$ cat src/rtl/butterfly_pkg.sv
// Purpose : shared constants and types for the FFT butterfly output crossbar.
// Latency : n/a (declarations only).
// Backpressure: n/a.
package butterfly_pkg;

    localparam int DEFAULT_DATA_W = 32;
    localparam int LANES          = 4;          // lanes per write-back word
    localparam int TOTAL_LANES    = 2 * LANES;  // lanes across both words

    typedef enum logic [1:0] {
        MODE_S1,
        MODE_S2,
        MODE_WIDE,
        MODE_INVALID
    } stride_mode_e;

    // Memory lane positions; 0..3 land in word1, 4..7 in word2.
    localparam int LANE_0 = 0;
    localparam int LANE_1 = 1;
    localparam int LANE_2 = 2;
    localparam int LANE_3 = 3;
    localparam int LANE_4 = 4;
    localparam int LANE_5 = 5;
    localparam int LANE_6 = 6;
    localparam int LANE_7 = 7;

endpackage

$ cat src/rtl/butterfly_stride_decode.sv
// Purpose : classify the FFT stage stride into a crossbar mode.
// Latency : combinational.
// Backpressure: none.
// Ports: i_STRIDE (10b stage stride) -> o_MODE (stride_mode_e).
//   1 -> S1, 2 -> S2, >=4 -> WIDE, 0 or 3 -> INVALID.
module butterfly_stride_decode
    import butterfly_pkg::*;
(
    input  logic [9:0]   i_STRIDE,
    output stride_mode_e o_MODE
);

    always_comb begin
        o_MODE = MODE_INVALID;
        if (i_STRIDE == 10'd1) begin
            o_MODE = MODE_S1;
        end else if (i_STRIDE == 10'd2) begin
            o_MODE = MODE_S2;
        end else if (i_STRIDE >= 10'd4) begin
            // Any stride of 4 or more pairs lane j with lane j+4 within an 8-lane row.
            o_MODE = MODE_WIDE;
        end
    end

endmodule

$ cat src/rtl/butterfly_xbar_out.sv
// Purpose : reorder 4 butterflies' top/bottom results into two 4-lane memory words.
// Latency : 1 cycle (mux result and valid registered every edge).
// Backpressure: none; data registers load every cycle, downstream qualifies with o_VALID.
// Ports: i_CLK, i_RESET (sync, active-high), i_VALID, i_STRIDE[9:0],
//   i_BUTTERFLY_{1..4}_{TOP,BOTTOM}[DATA_W-1:0] in; o_VALID, o_READ_OUTPUT1 (lanes 0-3),
//   o_READ_OUTPUT2 (lanes 4-7) out. Lane 0 is the LSBs of word1.
// Optional: define BUTTERFLY_XBAR_OUT_STRIDE_ERR_EN to add o_STRIDE_ERR, a registered flag
//   raised for valid samples carrying an unusable stride (0 or 3).
module butterfly_xbar_out
    import butterfly_pkg::*;
#(
    parameter int DATA_W = DEFAULT_DATA_W
) (
    input  logic                  i_CLK,
    input  logic                  i_RESET,
    input  logic                  i_VALID,
    input  logic [9:0]            i_STRIDE,
    input  logic [DATA_W-1:0]     i_BUTTERFLY_1_TOP,
    input  logic [DATA_W-1:0]     i_BUTTERFLY_2_TOP,
    input  logic [DATA_W-1:0]     i_BUTTERFLY_3_TOP,
    input  logic [DATA_W-1:0]     i_BUTTERFLY_4_TOP,
    input  logic [DATA_W-1:0]     i_BUTTERFLY_1_BOTTOM,
    input  logic [DATA_W-1:0]     i_BUTTERFLY_2_BOTTOM,
    input  logic [DATA_W-1:0]     i_BUTTERFLY_3_BOTTOM,
    input  logic [DATA_W-1:0]     i_BUTTERFLY_4_BOTTOM,
    output logic                  o_VALID,
`ifdef BUTTERFLY_XBAR_OUT_STRIDE_ERR_EN
    output logic                  o_STRIDE_ERR,
`endif
    output logic [LANES*DATA_W-1:0] o_READ_OUTPUT1,
    output logic [LANES*DATA_W-1:0] o_READ_OUTPUT2
);

    stride_mode_e mode;

    logic [DATA_W-1:0] top  [LANES];
    logic [DATA_W-1:0] bot  [LANES];
    logic [DATA_W-1:0] lane [TOTAL_LANES];

    logic [LANES*DATA_W-1:0] word1_nxt;
    logic [LANES*DATA_W-1:0] word2_nxt;

    butterfly_stride_decode u_decode (
        .i_STRIDE (i_STRIDE),
        .o_MODE   (mode)
    );

    assign top[0] = i_BUTTERFLY_1_TOP;
    assign top[1] = i_BUTTERFLY_2_TOP;
    assign top[2] = i_BUTTERFLY_3_TOP;
    assign top[3] = i_BUTTERFLY_4_TOP;
    assign bot[0] = i_BUTTERFLY_1_BOTTOM;
    assign bot[1] = i_BUTTERFLY_2_BOTTOM;
    assign bot[2] = i_BUTTERFLY_3_BOTTOM;
    assign bot[3] = i_BUTTERFLY_4_BOTTOM;

    // Lane crossbar. INVALID keeps the all-zero default so the output is never X.
    always_comb begin
        for (int n = 0; n < TOTAL_LANES; n++) begin
            lane[n] = '0;
        end
        case (mode)
            MODE_S1: begin
                lane[LANE_0] = top[0];
                lane[LANE_1] = bot[0];
                lane[LANE_2] = top[1];
                lane[LANE_3] = bot[1];
                lane[LANE_4] = top[2];
                lane[LANE_5] = bot[2];
                lane[LANE_6] = top[3];
                lane[LANE_7] = bot[3];
            end
            MODE_S2: begin
                lane[LANE_0] = top[0];
                lane[LANE_1] = top[1];
                lane[LANE_2] = bot[0];
                lane[LANE_3] = bot[1];
                lane[LANE_4] = top[2];
                lane[LANE_5] = top[3];
                lane[LANE_6] = bot[2];
                lane[LANE_7] = bot[3];
            end
            MODE_WIDE: begin
                lane[LANE_0] = top[0];
                lane[LANE_1] = top[1];
                lane[LANE_2] = top[2];
                lane[LANE_3] = top[3];
                lane[LANE_4] = bot[0];
                lane[LANE_5] = bot[1];
                lane[LANE_6] = bot[2];
                lane[LANE_7] = bot[3];
            end
            default: ;
        endcase
    end

    always_comb begin
        word1_nxt = '0;
        word2_nxt = '0;
        for (int n = 0; n < LANES; n++) begin
            word1_nxt[n*DATA_W +: DATA_W] = lane[n];
            word2_nxt[n*DATA_W +: DATA_W] = lane[n + LANES];
        end
    end

    // Reset wins over the load, so a sample in flight during reset is dropped.
    always_ff @(posedge i_CLK) begin
        if (i_RESET) begin
            o_VALID        <= 1'b0;
            o_READ_OUTPUT1 <= '0;
            o_READ_OUTPUT2 <= '0;
        end else begin
            o_VALID        <= i_VALID;
            o_READ_OUTPUT1 <= word1_nxt;
            o_READ_OUTPUT2 <= word2_nxt;
        end
    end

`ifdef BUTTERFLY_XBAR_OUT_STRIDE_ERR_EN
    always_ff @(posedge i_CLK) begin
        if (i_RESET) begin
            o_STRIDE_ERR <= 1'b0;
        end else begin
            o_STRIDE_ERR <= i_VALID && (mode == MODE_INVALID);
        end
    end
`endif

endmodule

$ cat config.mk
export PLATFORM = sky130hd
export DESIGN_NAME = butterfly_xbar_out
export DESIGN_NICKNAME = d
export VERILOG_FILES = /design/src/rtl/butterfly_pkg.sv /design/src/rtl/butterfly_stride_decode.sv /design/src/rtl/butterfly_xbar_out.sv
export SDC_FILE = /design/constraint.sdc
export NUM_CORES = 1
export LEC_CHECK = 0
export BUFFER_PORTS_ARGS = -buffer_cell sky130_fd_sc_hd__buf_2
export CAP_MARGIN = 20
export CORE_AREA = 2 2 202 204
export DETAILED_ROUTE_END_ITERATION = 8
export DIE_AREA = 0 0 204 206
export GPL_ROUTABILITY_DRIVEN = 1
export GPL_TIMING_DRIVEN = 1
export PLACE_DENSITY = 0.53
export SKIP_LAST_GASP = 1
export SLEW_MARGIN = 30
export SYNTH_ARGS = -nofsm -noshare
export SYNTH_HDL_FRONTEND = slang
export SYNTH_SLANG_ARGS = --single-unit
$ cat constraint.sdc
create_clock -name i_CLK -period 5.56 [get_ports i_CLK]
set_clock_uncertainty 0.2 [all_clocks]
set_input_delay 0.556 -clock i_CLK [delete_from_list [all_inputs] [get_ports i_CLK]]
set_output_delay 0.556 -clock i_CLK [all_outputs]
set_load 0.02 [all_outputs]
==> summary.md <==
| Metric | Value |
|---|---|
| Number of synthesized flops with an enable pin | `0` |
| Starting Density | `a little under a third` |
| Setup repair after global routing missed its margin | `false` |
| Iteration-0 DRC Markers | `1,003` |
| GRT Total Usage | `23.3%` |
| Clock Pin Slew Worst Setup and Hold Paths | `0.06 ns` |
| Row cnt | `74` |
| Sequential-to-total area share from yosys stat | `between 40 and 50%` |
| Global Route met1 Usage | `28.8%` |
| Antenna violations before repair | `10` |
| Headroom to the max-slew limit | `36.7%` |
| Sw power | `about 1.4 mW` |
| Fin. Hold Viols | `0` |
| YS warnings | `0` |
| Area leader, netlist | `dfxtp_1` |
| Die Ht | `206 um` |
| Routed WL | `52,900 um` |
| Max VDD drop | `0.182 mV` |
| Unique cell type count in the Yosys netlist | `25` |
| Number of routed nets with antenna violations | `0` |
| Dpl hpwl | `34,000 um` |
| Final Setup Violations | `0` |
| Final Cycle Share | `48.4%` |
| Drt first pass iters | `6` |
| Synth Flop Type | `dfxtp_1` |
| Sequential Power Share | `41.8%` |
| Comb power frac | `16.8%` |
| Die area | `~42,000 sq um` |
| Tmin final | `2.69 ns` |
| Setup bufs post-CTS | `0` |
| Syn avg cell area | `9.14 sq um` |
| Type of origin of the critical path | `input port` |
| FILL cells | `4,106` |
| Met3 Usage GRT | `5.94%` |
| Clk Tree Root Cell | `clkbuf_16` |
| Achievable clock frequency | `371 MHz` |
| Io pins | `about 530` |
| Max Cap Viol | `0` |
| Leak | `7.25 nW` |
| Worst hold stages | `3` |
| Worst setup path class | `in2reg` |
| CTS Sinks | `257` |
| Ratio of cells with drive above 1 in the final layout | `34.6%` |
| WP data required | `between 5 and 6 ns` |
| Post-Synthesis Cells | `1,320` |
| Largest fanout on the critical path | `45` |
| Slew @ Worst Pin | `0.949 ns` |
| Maximum number of pins on one net before global-route repair | `134` |
| Status | `completed` |
| Met2 usage | `39.2%` |
| CP Capture Type | `register` |
| Synth Register Bits | `257` |
| Vias per cell | `5.82` |
| Hold_ws | `0.0275 ns` |
| Clock network power share | `41.4%` |
| H-tree levels | `1` |
| Synthesis-to-finish area growth | `36.4%` |
| Ranking of synthesized cells by area | `dfxtp_1 (43%), a221oi_1 (9.3%), and3b_1 (9.3%)` |
| Setup TNS | `0 ns` |
| Net Sw Frac | `28.9%` |
| Crit path DAT | `about 2.9 ns` |
| Gr busiest metal | `met2` |
| Port bufs | `525` |
| Die width | `204 um` |
| Cts bufs inserted | `31` |
| Power Internal | `3.35 mW` |
| Pwr Total | `4.72 mW` |
| DR DRC count | `0` |
| Max Slew Vio Count | `0` |
| Hold Crit Class | `in2reg` |
| Routed len/inst | `22.9 um` |
| Core Box Area | `40,200 sq um` |
| Total congestion overflow | `0` |
| First-pass GRT wire length | `77,700 um` |
| Number of global-route vias before repair | `12,699` |
| Post-Syn Area | `12,100 sq um` |
| Clock tree buffer depth | `3` |
| Number of vias in the routed layout | `13,452` |
| Final GP Congestion | `0.835` |
| Final Net Count | `2,021` |
| CTS tree | `yes` |
| Mapped Nets | `1,589` |
| Ys async rst share | `0%` |
| Power Dens Cells | `between 200 and 300 nW/um^2` |
| Share of the synthesized area in the top cell type | `around 43%` |
-- Yosys cell counts, types with 8 or more instances --
library cell	instances
a2111oi_0	64
a211oi_1	64
a21oi_1	64
a221oi_1	128
and3b_1	128
buf_1	8
buf_2	58
buf_4	8
clkbuf_1	136
dfxtp_1	257
inv_1	64
nand4_1	128
nor4_1	66
o21ai_0	47
o21ai_1	18
o31ai_1	64
-- per-stage QoR --
stage	util, %	instances	instance area [sq um]	setup WS (ns)
global route	40.9	2308	16400	2.75
detailed placement	37.0	2192	14900	2.24
CTS	40.9	2304	16400	2.84
finish	40.9	2313	16400	2.87
floorplan	-	1320	12100	3.34
global placement	36.8	2188	14800	1.92
-- per-layer routing --
metal	part of all wire [%]	vias to the layer above	wire (um)
li1	-	6106	-
met1	40	6594	21300
met2	48	644	25500
met3	8.5	100	4490
met4	3.0	8	1570
met5	0.11	-	59
-- cell families (layout without fill, tap and decap cells) --
kind of cell	count (synthesis)	after routing	share of synthesized area, %
and+or+nand+nor	331	331	19.9
AOI/OAI and AO/OA	449	449	27.3
buffers and inverters	282	734	10.1
xor gates and xnor gates	1	1	0.0726
DFF	257	257	42.7
other	0	9	0
-- state kept, by name (all words and copies together), names as in the netlist --
| signal | flops |
|---|---|
| o_READ_OUTPUT1 | 128 |
| o_READ_OUTPUT2 | 128 |
| o_VALID | 1 |
-- cells in the final DEF, fill, tap and decap left out, drive strengths merged --
cell type,netlist,routed
nor2b,4,4
a21oi,64,64
nor2,1,1
or4,2,2
a2111oi,64,64
o21ai,65,65
clkbuf,137,44
buf,81,557
a221oi,128,128
and3b,128,128
o31ai,64,64
nand2,1,1
clkinv,0,5
diode,0,9
xor2,1,1
a211oi,64,64
nor4,66,66
or2,1,1
bufinv,0,1
inv,64,65
dlygate4sd3,0,59
nand4,128,128
clkinvlp,0,3
dfxtp,257,257
-- timing repair --
item / CTS / global route
gates resized for setup: 0 / 0
endpoints found under the setup margin: 0 / 0
hold endpoints to repair: 59 / 0
hold buffers: 59 / 0
-- cell type report --
cell class	instances	area, sq um	area share, %
multi-input cells	781	5760	35.0
flip-flops and latches	257	5140	31.3
repair buffers	617	3660	22.3
clock buffers	43	871	5.29
well taps	532	666	4.05
inverters	64	240	1.46
clock inverters	10	86.3	0.525
diodes	9	22.5	0.137
-- worst max-delay path, stage by stage --
cell	delay, ns
buf_2	0.12
or4_4	0.80
nor2_4	0.51
buf_16	0.24
buf_4	0.42
a2111oi_0	0.19
-- worst paths after layout --
| check | to | start |
|---|---|---|
| worst min-delay path | o_READ_OUTPUT1[17] | i_BUTTERFLY_1_TOP[17] |
| worst max-delay path | o_READ_OUTPUT2[35] | i_STRIDE[7] |
-- power by group through the flow --
| stage | Sequential, mW | Combinational, mW | Clock (mW) |
|---|---|---|---|
| floorplan | 2.14 | 0.277 | 0 |
| global placement | 2.01 | 0.743 | 0 |
| detailed placement | 2.01 | 0.755 | 0 |
| CTS | 1.97 | 0.789 | 2.00 |
| global route | 1.98 | 0.849 | 2.06 |
| finish | 1.97 | 0.792 | 1.95 |
Power figures use the tool's default switching activity.
